`src/rtl/adder_pkg.sv`:
```
// adder_pkg: shared state encoding and counter-width helper for the digit-serial adder
package adder_pkg;
  typedef enum logic {IDLE = 1'b0, RUN = 1'b1} state_t;
  function automatic int kw(input int n);
    return n > 1 ? $clog2(n) : 1;
  endfunction
endpackage

```
`src/rtl/digit_adder.sv`:
```
// digit_adder: DIGIT-wide ripple of full adders, also exposing the carry into the MSB
module digit_adder #(
  parameter int DIGIT = 4
) (
  input  logic [DIGIT-1:0] a,
  input  logic [DIGIT-1:0] b,
  input  logic             ci,
  output logic [DIGIT-1:0] s,
  output logic             co,
  output logic             cm
);
  logic [DIGIT:0] c;
  assign c[0] = ci;
  for (genvar g = 0; g < DIGIT; g++) begin : g_fa
    fulladder u_fa (.a(a[g]), .b(b[g]), .ci(c[g]), .s(s[g]), .co(c[g+1]));
  end
  assign co = c[DIGIT];
  assign cm = c[DIGIT-1];
endmodule

```
`src/rtl/fulladder.sv`:
```
// fulladder: one-bit full adder cell
module fulladder (
  input  logic a,
  input  logic b,
  input  logic ci,
  output logic s,
  output logic co
);
  assign s  = a ^ b ^ ci;
  assign co = (a & b) | (ci & (a ^ b));
endmodule

```
`src/rtl/digit_serial_adder.sv`:
```
// digit_serial_adder: multi-cycle add/subtract, DIGIT bits per clock with a carry register
module digit_serial_adder
  import adder_pkg::*;
#(
  parameter int WIDTH = 16,
  parameter int DIGIT = 4
) (
  input  logic             clk,
  input  logic             rst_n,
  input  logic             start,
  input  logic [WIDTH-1:0] x,
  input  logic [WIDTH-1:0] y,
  input  logic             cin,
  input  logic             sub,
  output logic             busy,
  output logic             done,
  output logic [WIDTH-1:0] sum,
  output logic             cout,
  output logic             ovf
);
  localparam int N  = WIDTH / DIGIT;
  localparam int KW = kw(N);
  state_t state, nxt;
  logic [KW-1:0] k;
  logic [WIDTH-1:0] xr, yr;
  logic cr;
  logic [DIGIT-1:0] xd, yd, ds;
  logic dco, dcm, last;
  assign last = k == KW'(N - 1);
  assign xd = DIGIT'(xr >> (DIGIT * k));
  assign yd = DIGIT'(yr >> (DIGIT * k));
  assign busy = state == RUN;
  digit_adder #(.DIGIT(DIGIT)) u_da (
    .a(xd), .b(yd), .ci(cr), .s(ds), .co(dco), .cm(dcm)
  );
  // next state: accept start when idle, leave RUN after the last digit
  always_comb nxt = state == IDLE ? (start ? RUN : IDLE) : (last ? IDLE : RUN);
  // state register
  always_ff @(posedge clk or negedge rst_n)
    if (!rst_n) state <= IDLE;
    else state <= nxt;
  // operand latch, digit counter, carry chain and result registers
  always_ff @(posedge clk or negedge rst_n)
    if (!rst_n) begin
      k    <= '0;
      xr   <= '0;
      yr   <= '0;
      cr   <= 1'b0;
      sum  <= '0;
      cout <= 1'b0;
      ovf  <= 1'b0;
      done <= 1'b0;
    end else begin
      done <= 1'b0;
      if (state == IDLE) begin
        if (start) begin
          xr  <= x;
          yr  <= sub ? ~y : y;
          cr  <= cin ^ sub;
          k   <= '0;
          sum <= '0;
        end
      end else begin
        sum <= sum | (WIDTH'(ds) << (DIGIT * k));
        cr  <= dco;
        k   <= k + 1'b1;
        if (last) begin
          cout <= dco;
          ovf  <= dco ^ dcm;
          done <= 1'b1;
        end
      end
    end
endmodule

```
`config.mk`:
```
export PLATFORM = sky130hd
export DESIGN_NAME = digit_serial_adder
export DESIGN_NICKNAME = d
export VERILOG_FILES = /design/src/rtl/adder_pkg.sv /design/src/rtl/digit_adder.sv /design/src/rtl/fulladder.sv /design/src/rtl/digit_serial_adder.sv
export SDC_FILE = /design/constraint.sdc
export NUM_CORES = 1
export LEC_CHECK = 0
export CORE_MARGIN = 8
export CORE_UTILIZATION = 51
export CTS_BUF_LIST = sky130_fd_sc_hd__clkbuf_4 sky130_fd_sc_hd__clkbuf_8 sky130_fd_sc_hd__clkbuf_16
export DETAILED_ROUTE_END_ITERATION = 12
export GPL_ROUTABILITY_DRIVEN = 0
export GPL_TIMING_DRIVEN = 1
export HOLD_SLACK_MARGIN = 0.1
export PLACE_DENSITY = 0.76
export SLEW_MARGIN = 40
export SYNTH_ARGS = -nofsm -noshare
export SYNTH_HDL_FRONTEND = slang
export SYNTH_SLANG_ARGS = --single-unit
```
`constraint.sdc`:
```
create_clock -name clk -period 3.75 [get_ports clk]
set_input_delay 1.125 -clock clk [delete_from_list [all_inputs] [get_ports clk]]
set_output_delay 1.125 -clock clk [all_outputs]
set_load 0.1 [all_outputs]
```
==> metrics.yaml, run 1 <==
outcome: "complete, no violations"
cp_max_fo: 15
synth_common_cells: "dfrtp_1, mux2_4, xor2_1"
yosysTopAreaCell: "dfrtp_1"
cts_inserted_buffers: 5
yosys-top-cells-area: "dfrtp_1, mux2_4, mux4_2"
worst_pin_slew_ns: 0.697
grt_usage_pct: 13.4
worst_ep_required_time_ns: 3.95
critPathKind: "register to register"
fin_cells: 308
synth-edff-count: 0
coreArea_sq_mm: 0.00537
htreeDepth: 2
n_antenna_cell: 0
fin_crit_ns: 3.01
slew_headroom_pct: 53.5
die-area_sq_mm: 0.00806
grt_antenna_before_repair: 0
synth_cell_types: 31
synth-seq-cells: 55
holdPathStages: 1
nFillCells: 434
seq_area_frac_synth_pct: 49.6
maxCapViolCount: 0
crit_path_max_incr_delay_ns: 0.68
register_area_sq_mm: 0.00138
grt-ovfl-total: 0
area_delta_synth_final_pct: 21.0
finalWirelength_mm: 5.10
io_pins: 57
grt_max_degree: 38
crit_cells: 10
clock-sinks: 55
start_util_pct: 51.6
holdBufCountCts: 0
worstHoldPathType: "register to register"
route.detailed.wl_per_inst_microns: 16.6
fmax_ghz: 0.332
path_delay_family: "adder cells"
timing.final.crit_share_pct: 80.4
drcViolationCount: 0
avgViaCountPerCell: 5.19
die_w_microns: 89.8
grt_pass1_wl_mm: 8.96
final_nets: 277
hold_viol: 0
async_flop_share_pct: 100
rsz0062_at_grt: "no"
end_kind: "register"
root_buffer: "clkbuf_8"
die_h_microns: 89.8
clk_pin_slew_ns: 0.09
layout-drive-gt1-share_pct: 33.1
clock_tree.buffer_depth: 2
fin_tns_setup_ns: 0
multi_input_area_sq_mm: 0.00122
post-synth-top-count-cell: "dfrtp_1"
arrival_ns: 3.21
syn-mean-instance-area_sq_um: 15.3
dr.pass1.iters: 4
cp_cell_sequence: "mux4_2, inv_1, fa_1, inv_1, fa_1, inv_1, fa_1, inv_1, fa_1, a32o_1"
finalClockSkew_ns: 0.00752
critPathSlowestCell: "dfrtp_1"
cp-start-kind: "register"
rows: 27
post_cts_buffers: 0
synthCells: 181
dp_hpwl_mm: 3.86
cts_resized: 0
reg2reg_depth: 10
drtIter0Drc: 51
yosys_warnings: 0
syn_nets: 223
synthesis.area_sq_mm: 0.00277
dp.cells: 300
synth_top_cell_area_share_pct: 49.6
finalSetupViolations: 0
crit_buf_inv: 4
grt_pass1_vias: 1734
report.final.slew_viol_count: 0
io_buffers: 56
vias: 1598
synthFlopType: "dfrtp_1"
clk_latency_ns: 0.30
drtAntennaViolNets: 0
cts_tree: "built"
==> sequential cells by signal, indices dropped and copies added, names as in the netlist <==
signal	count
ovf	1
sum	16
cr	1
busy	1
cout	1
yr	16
k	2
xr	16
done	1
==> layout by cell type, fill, tap and decap left out, types with 2 or more instances in the layout <==
| cell | instances |
|---|---|
| mux2_4 | 30 |
| nor2b_1 | 3 |
| and2b_1 | 3 |
| clkdlybuf4s50_1 | 34 |
| o21ai_0 | 3 |
| nand2b_1 | 3 |
| nand2_1 | 3 |
| buf_2 | 2 |
| a22o_1 | 5 |
| mux2_2 | 4 |
| a32o_1 | 7 |
| xor2_1 | 16 |
| clkbuf_8 | 7 |
| dfrtp_1 | 55 |
| a221o_1 | 3 |
| buf_4 | 23 |
| mux4_2 | 8 |
| xnor2_1 | 2 |
| inv_1 | 10 |
| fa_1 | 4 |
==> worst reg2reg max path, cell delays in order (launching register included) <==
cell and delay [ns]:
dfrtp_1 0.68, mux4_2 0.30, inv_1 0.05, fa_1 0.38
inv_1 0.07, fa_1 0.17, inv_1 0.05, fa_1 0.39
inv_1 0.09, fa_1 0.46, a32o_1 0.27
==> layout make-up <==
type                    count  share of cell area, %
multi-input cells         104                   36.5
flip-flops and latches     55                   41.0
repair buffers             59                   15.6
well taps                  72                   2.68
inverters                  10                   1.12
clock buffers               8                   3.09
==> cells by family (layout without fill, tap and decap cells) <==
kind of cell / count (synthesis) / after routing / share of synthesized area [%]
buffers and inverters: 22 / 77 / 6.22
adder cells (fa/ha/maj): 5 / 5 / 3.34
XOR/XNOR: 18 / 18 / 5.68
flip-flops: 55 / 55 / 49.6
AND/OR/NAND/NOR: 18 / 18 / 4.38
multiplexers: 42 / 42 / 24.4
AO/OA/AOI/OAI: 21 / 21 / 6.41
==> metrics by stage <==
step	cell area, sq um	hold WS (ns)	setup WS (ns)	utilization (%)
floorplan	2770	0.476	0.965	-
finish	3360	0.503	0.736	62.5
global placement	3260	0.476	0.783	60.6
detailed placement	3260	0.485	0.752	60.6
global route	3360	0.533	0.510	62.5
CTS	3360	0.506	0.725	62.6
==> layer usage <==
metal  track usage [%]  up-vias  part of all wire [%]
met4              2.96        0                  0.71
met1              17.7      801                    47
li1                  -      745                     -
met2              20.6       48                    47
met5                 0        -                     0
met3              4.82        4                   6.0
==> worst paths after layout <==
| path | startpoint | endpoint | slack (ns) |
|---|---|---|---|
| max in group asynchronous | rst_n | yr[1]$_DFFE_PN0P_ | 2.21 |
| min reg2reg | sum[13]$_DFFE_PN0P_ | sum[13]$_DFFE_PN0P_ | 0.50 |
| min in group asynchronous | rst_n | sum[13]$_DFFE_PN0P_ | 0.73 |
| min | sum[13]$_DFFE_PN0P_ | sum[13]$_DFFE_PN0P_ | 0.50 |
| max | k[1]$_DFFE_PN0P_ | sum[7]$_DFFE_PN0P_ | 0.74 |
| max reg2reg | k[1]$_DFFE_PN0P_ | sum[7]$_DFFE_PN0P_ | 0.74 |
Power of run 1 is left out: the tool's default activity adds up to more than one toggle a clock period on the data nets, which glitch-free logic cannot reach.
==> run 2: changes to the inputs <==
--- a/config.mk
+++ b/config.mk
@@ -6,13 +6,13 @@
 export NUM_CORES = 1
 export LEC_CHECK = 0
 export CORE_MARGIN = 8
-export CORE_UTILIZATION = 51
+export CORE_UTILIZATION = 46
 export CTS_BUF_LIST = sky130_fd_sc_hd__clkbuf_4 sky130_fd_sc_hd__clkbuf_8 sky130_fd_sc_hd__clkbuf_16
 export DETAILED_ROUTE_END_ITERATION = 12
 export GPL_ROUTABILITY_DRIVEN = 0
 export GPL_TIMING_DRIVEN = 1
 export HOLD_SLACK_MARGIN = 0.1
-export PLACE_DENSITY = 0.76
+export PLACE_DENSITY = 0.72
 export SLEW_MARGIN = 40
 export SYNTH_ARGS = -nofsm -noshare
 export SYNTH_HDL_FRONTEND = slang
==> constraint.sdc (replaced) <==
create_clock -name clk -period 2.52 [get_ports clk]
set_input_delay 0.756 -clock clk [delete_from_list [all_inputs] [get_ports clk]]
set_output_delay 0.756 -clock clk [all_outputs]
set_load 0.1 [all_outputs]
==> metrics.yaml, run 2 (synthesis results as in run 1) <==
arrival_ns: 2.89  # -0.32 ns
htreeDepth: 2  # unchanged
avgViaCountPerCell: 5.02  # -3.2%
root_buffer: "clkbuf_8"
grt_pass1_vias: 1890  # +9.0%
route.detailed.wl_per_inst_microns: 17.1  # +3.1%
cts_tree: "built"
hold_viol: 0  # unchanged
fmax_ghz: 0.372  # +12%
finalSetupViolations: 7  # +7
die_w_microns: 93.7  # +4.4%
fin_crit_ns: 2.69  # -0.322 ns
outcome: "complete, but fails checks"
grt_util_met2_pct: 23.3  # +2.7 points
worstHoldPathType: "input port to async pin"
clk_pin_slew_ns: 0.10  # about the same
rsz0062_at_grt: "yes"
dp_hpwl_mm: 4.26  # +10%
vias: 1638  # +2.5%
critPathSlowestCell: "mux4_2"
grtUsageMet1_pct: 17.2  # -0.51 points
clock-sinks: 55  # unchanged
grt-ovfl-total: 0  # unchanged
crit_path_max_incr_delay_ns: 0.53  # -0.15 ns
holdBufCountCts: 0  # unchanged
report.final.slew_viol_count: 0  # unchanged
drtIter0Drc: 50  # -2.0%
reg_top3: "sum (16), xr (16), yr (16)"
io_pins: 57  # unchanged
utilization_pct: 60.2  # -2.3 points
fin_tns_setup_ns: -0.926  # -0.926 ns
ff2ff_setup_slack_ns: -0.17  # -0.91 ns
drtAntennaViolNets: 0  # unchanged
critPathKind: "register to register"
timing.final.crit_share_pct: 107  # +26 points
setup_ws_ns: -0.172  # -0.908 ns
layout-drive-gt1-share_pct: 40.6  # +7.6 points
grt_busiest_layer: "met2"
area_delta_synth_final_pct: 27.7
io_buffers: 56  # unchanged
reg2reg_depth: 11  # +1
grt_antenna_before_repair: 0  # unchanged
maxCapViolCount: 0  # unchanged
coreArea_sq_mm: 0.00589  # +9.6%
start_util_pct: 47.1  # -4.5 points
nFillCells: 489  # +13%
finalWirelength_mm: 5.56  # +9.1%
slew_headroom_pct: 62.2  # +8.7 points
dr.pass1.iters: 4  # unchanged
finalClockSkew_ns: 0.00737  # -0.000152 ns
grt_usage_pct: 13.8  # +0.37 points
cts_inserted_buffers: 5  # unchanged
final_common_cell: "dfrtp_1"
grt_util_met3_pct: 2.72  # -2.1 points
cp_cell_sequence: "mux4_2, inv_2, fa_2, inv_2, fa_2, inv_2, fa_2, inv_2, fa_2, xnor2_1, mux2_2"
worst_ep_required_time_ns: 2.72  # -1.23 ns
end_kind: "register"
die-area_sq_mm: 0.00877  # +8.9%
grt_max_degree: 56  # +47%
rows: 28  # +3.7%
cp-start-kind: "register"
worst_pin_slew_ns: 0.567  # -0.130 ns
cp_max_fo: 4  # -11
grt_pass1_wl_mm: 9.62  # +7.4%
clock_tree.buffer_depth: 2  # unchanged
worstReg2RegStart: "k[0]$_DFFE_PN0P_"
clk_latency_ns: 0.31  # about the same
n_antenna_cell: 0  # unchanged
drcViolationCount: 0  # unchanged
die_h_microns: 93.7  # +4.4%
final_nets: 292  # +5.4%
final_cell_mix: "dfrtp_1, clkdlybuf4s50_1, buf_4, mux2_4, xor2_1"
reg2reg_to: "ovf$_DFFE_PN0P_"
violations: "negative setup slack"
==> run 2: worst max-delay path by stage <==
stage | from | to | slack, ns | cells past startpoint
3_3_place_gp | k[0]$_DFFE_PN0P_ | ovf$_DFFE_PN0P_ | -0.16 | 11
5_1_grt | k[0]$_DFFE_PN0P_ | ovf$_DFFE_PN0P_ | -0.28 | 11
4_1_cts | k[0]$_DFFE_PN0P_ | ovf$_DFFE_PN0P_ | -0.22 | 11
2_1_floorplan | k[0]$_DFFE_PN0P_ | ovf$_DFFE_PN0P_ | -0.19 | 12
6_report | k[0]$_DFFE_PN0P_ | ovf$_DFFE_PN0P_ | -0.17 | 11
3_5_place_dp | k[0]$_DFFE_PN0P_ | ovf$_DFFE_PN0P_ | -0.22 | 11
==> run 2: metrics by stage <==
stage | instance area (sq um) | instances | hold WS, ns | setup WS, ns
floorplan | 2780 | 181 | 0.460 | -0.189
CTS | 3530 | 326 | 0.439 | -0.221
finish | 3540 | 326 | 0.418 | -0.172
global route | 3540 | 326 | 0.442 | -0.280
detailed placement | 3430 | 317 | 0.486 | -0.220
global placement | 3430 | 317 | 0.489 | -0.161
==> run 2: final cells by class <==
type                       instances  area, sq um  area share (%)
timing repair buffer              74          691            19.5
multi-input combinational        104         1240            35.1
tap                               75         93.8            2.65
inverter                          10         37.5            1.06
sequential                        55         1380            38.9
clock inverter                     2         16.3           0.459
clock buffer                       6         82.6            2.33
==> run 2: layer usage <==
metal	wire length, microns	vias up
met5	0	-
met4	80	0
met3	242	7
li1	-	776
met1	2490	820
met2	2750	35
==> run 2: what timing repair did <==
item / 4_1_cts / 5_1_grt
setup endpoints to repair: 11 / 11
resized for setup: 1 / 3
setup buffers: 1 / 0
pin swaps: 0 / 2
==> run 2: critical path: cells and delay by family, from the launching register on <==
kind                     cells  cell delay (ns)
flip-flops                   1             0.41
adder cells (fa/ha/maj)      4             1.08
buffers and inverters        4             0.22
multiplexers                 2             0.78
XOR/XNOR                     1             0.13
Power of run 2 is left out for the same reason.
==> run 3: changes to the inputs <==
--- a/config.mk
+++ b/config.mk
@@ -5,6 +5,7 @@
 export SDC_FILE = /design/constraint.sdc
 export NUM_CORES = 1
 export LEC_CHECK = 0
+export ABC_CLOCK_PERIOD_IN_PS = 2520
 export CORE_MARGIN = 8
 export CORE_UTILIZATION = 46
 export CTS_BUF_LIST = sky130_fd_sc_hd__clkbuf_4 sky130_fd_sc_hd__clkbuf_8 sky130_fd_sc_hd__clkbuf_16
==> results of run 3 <==
The final DEF is identical to that of run 2; final timing and power are the same.
Power of run 3 is left out for the same reason.
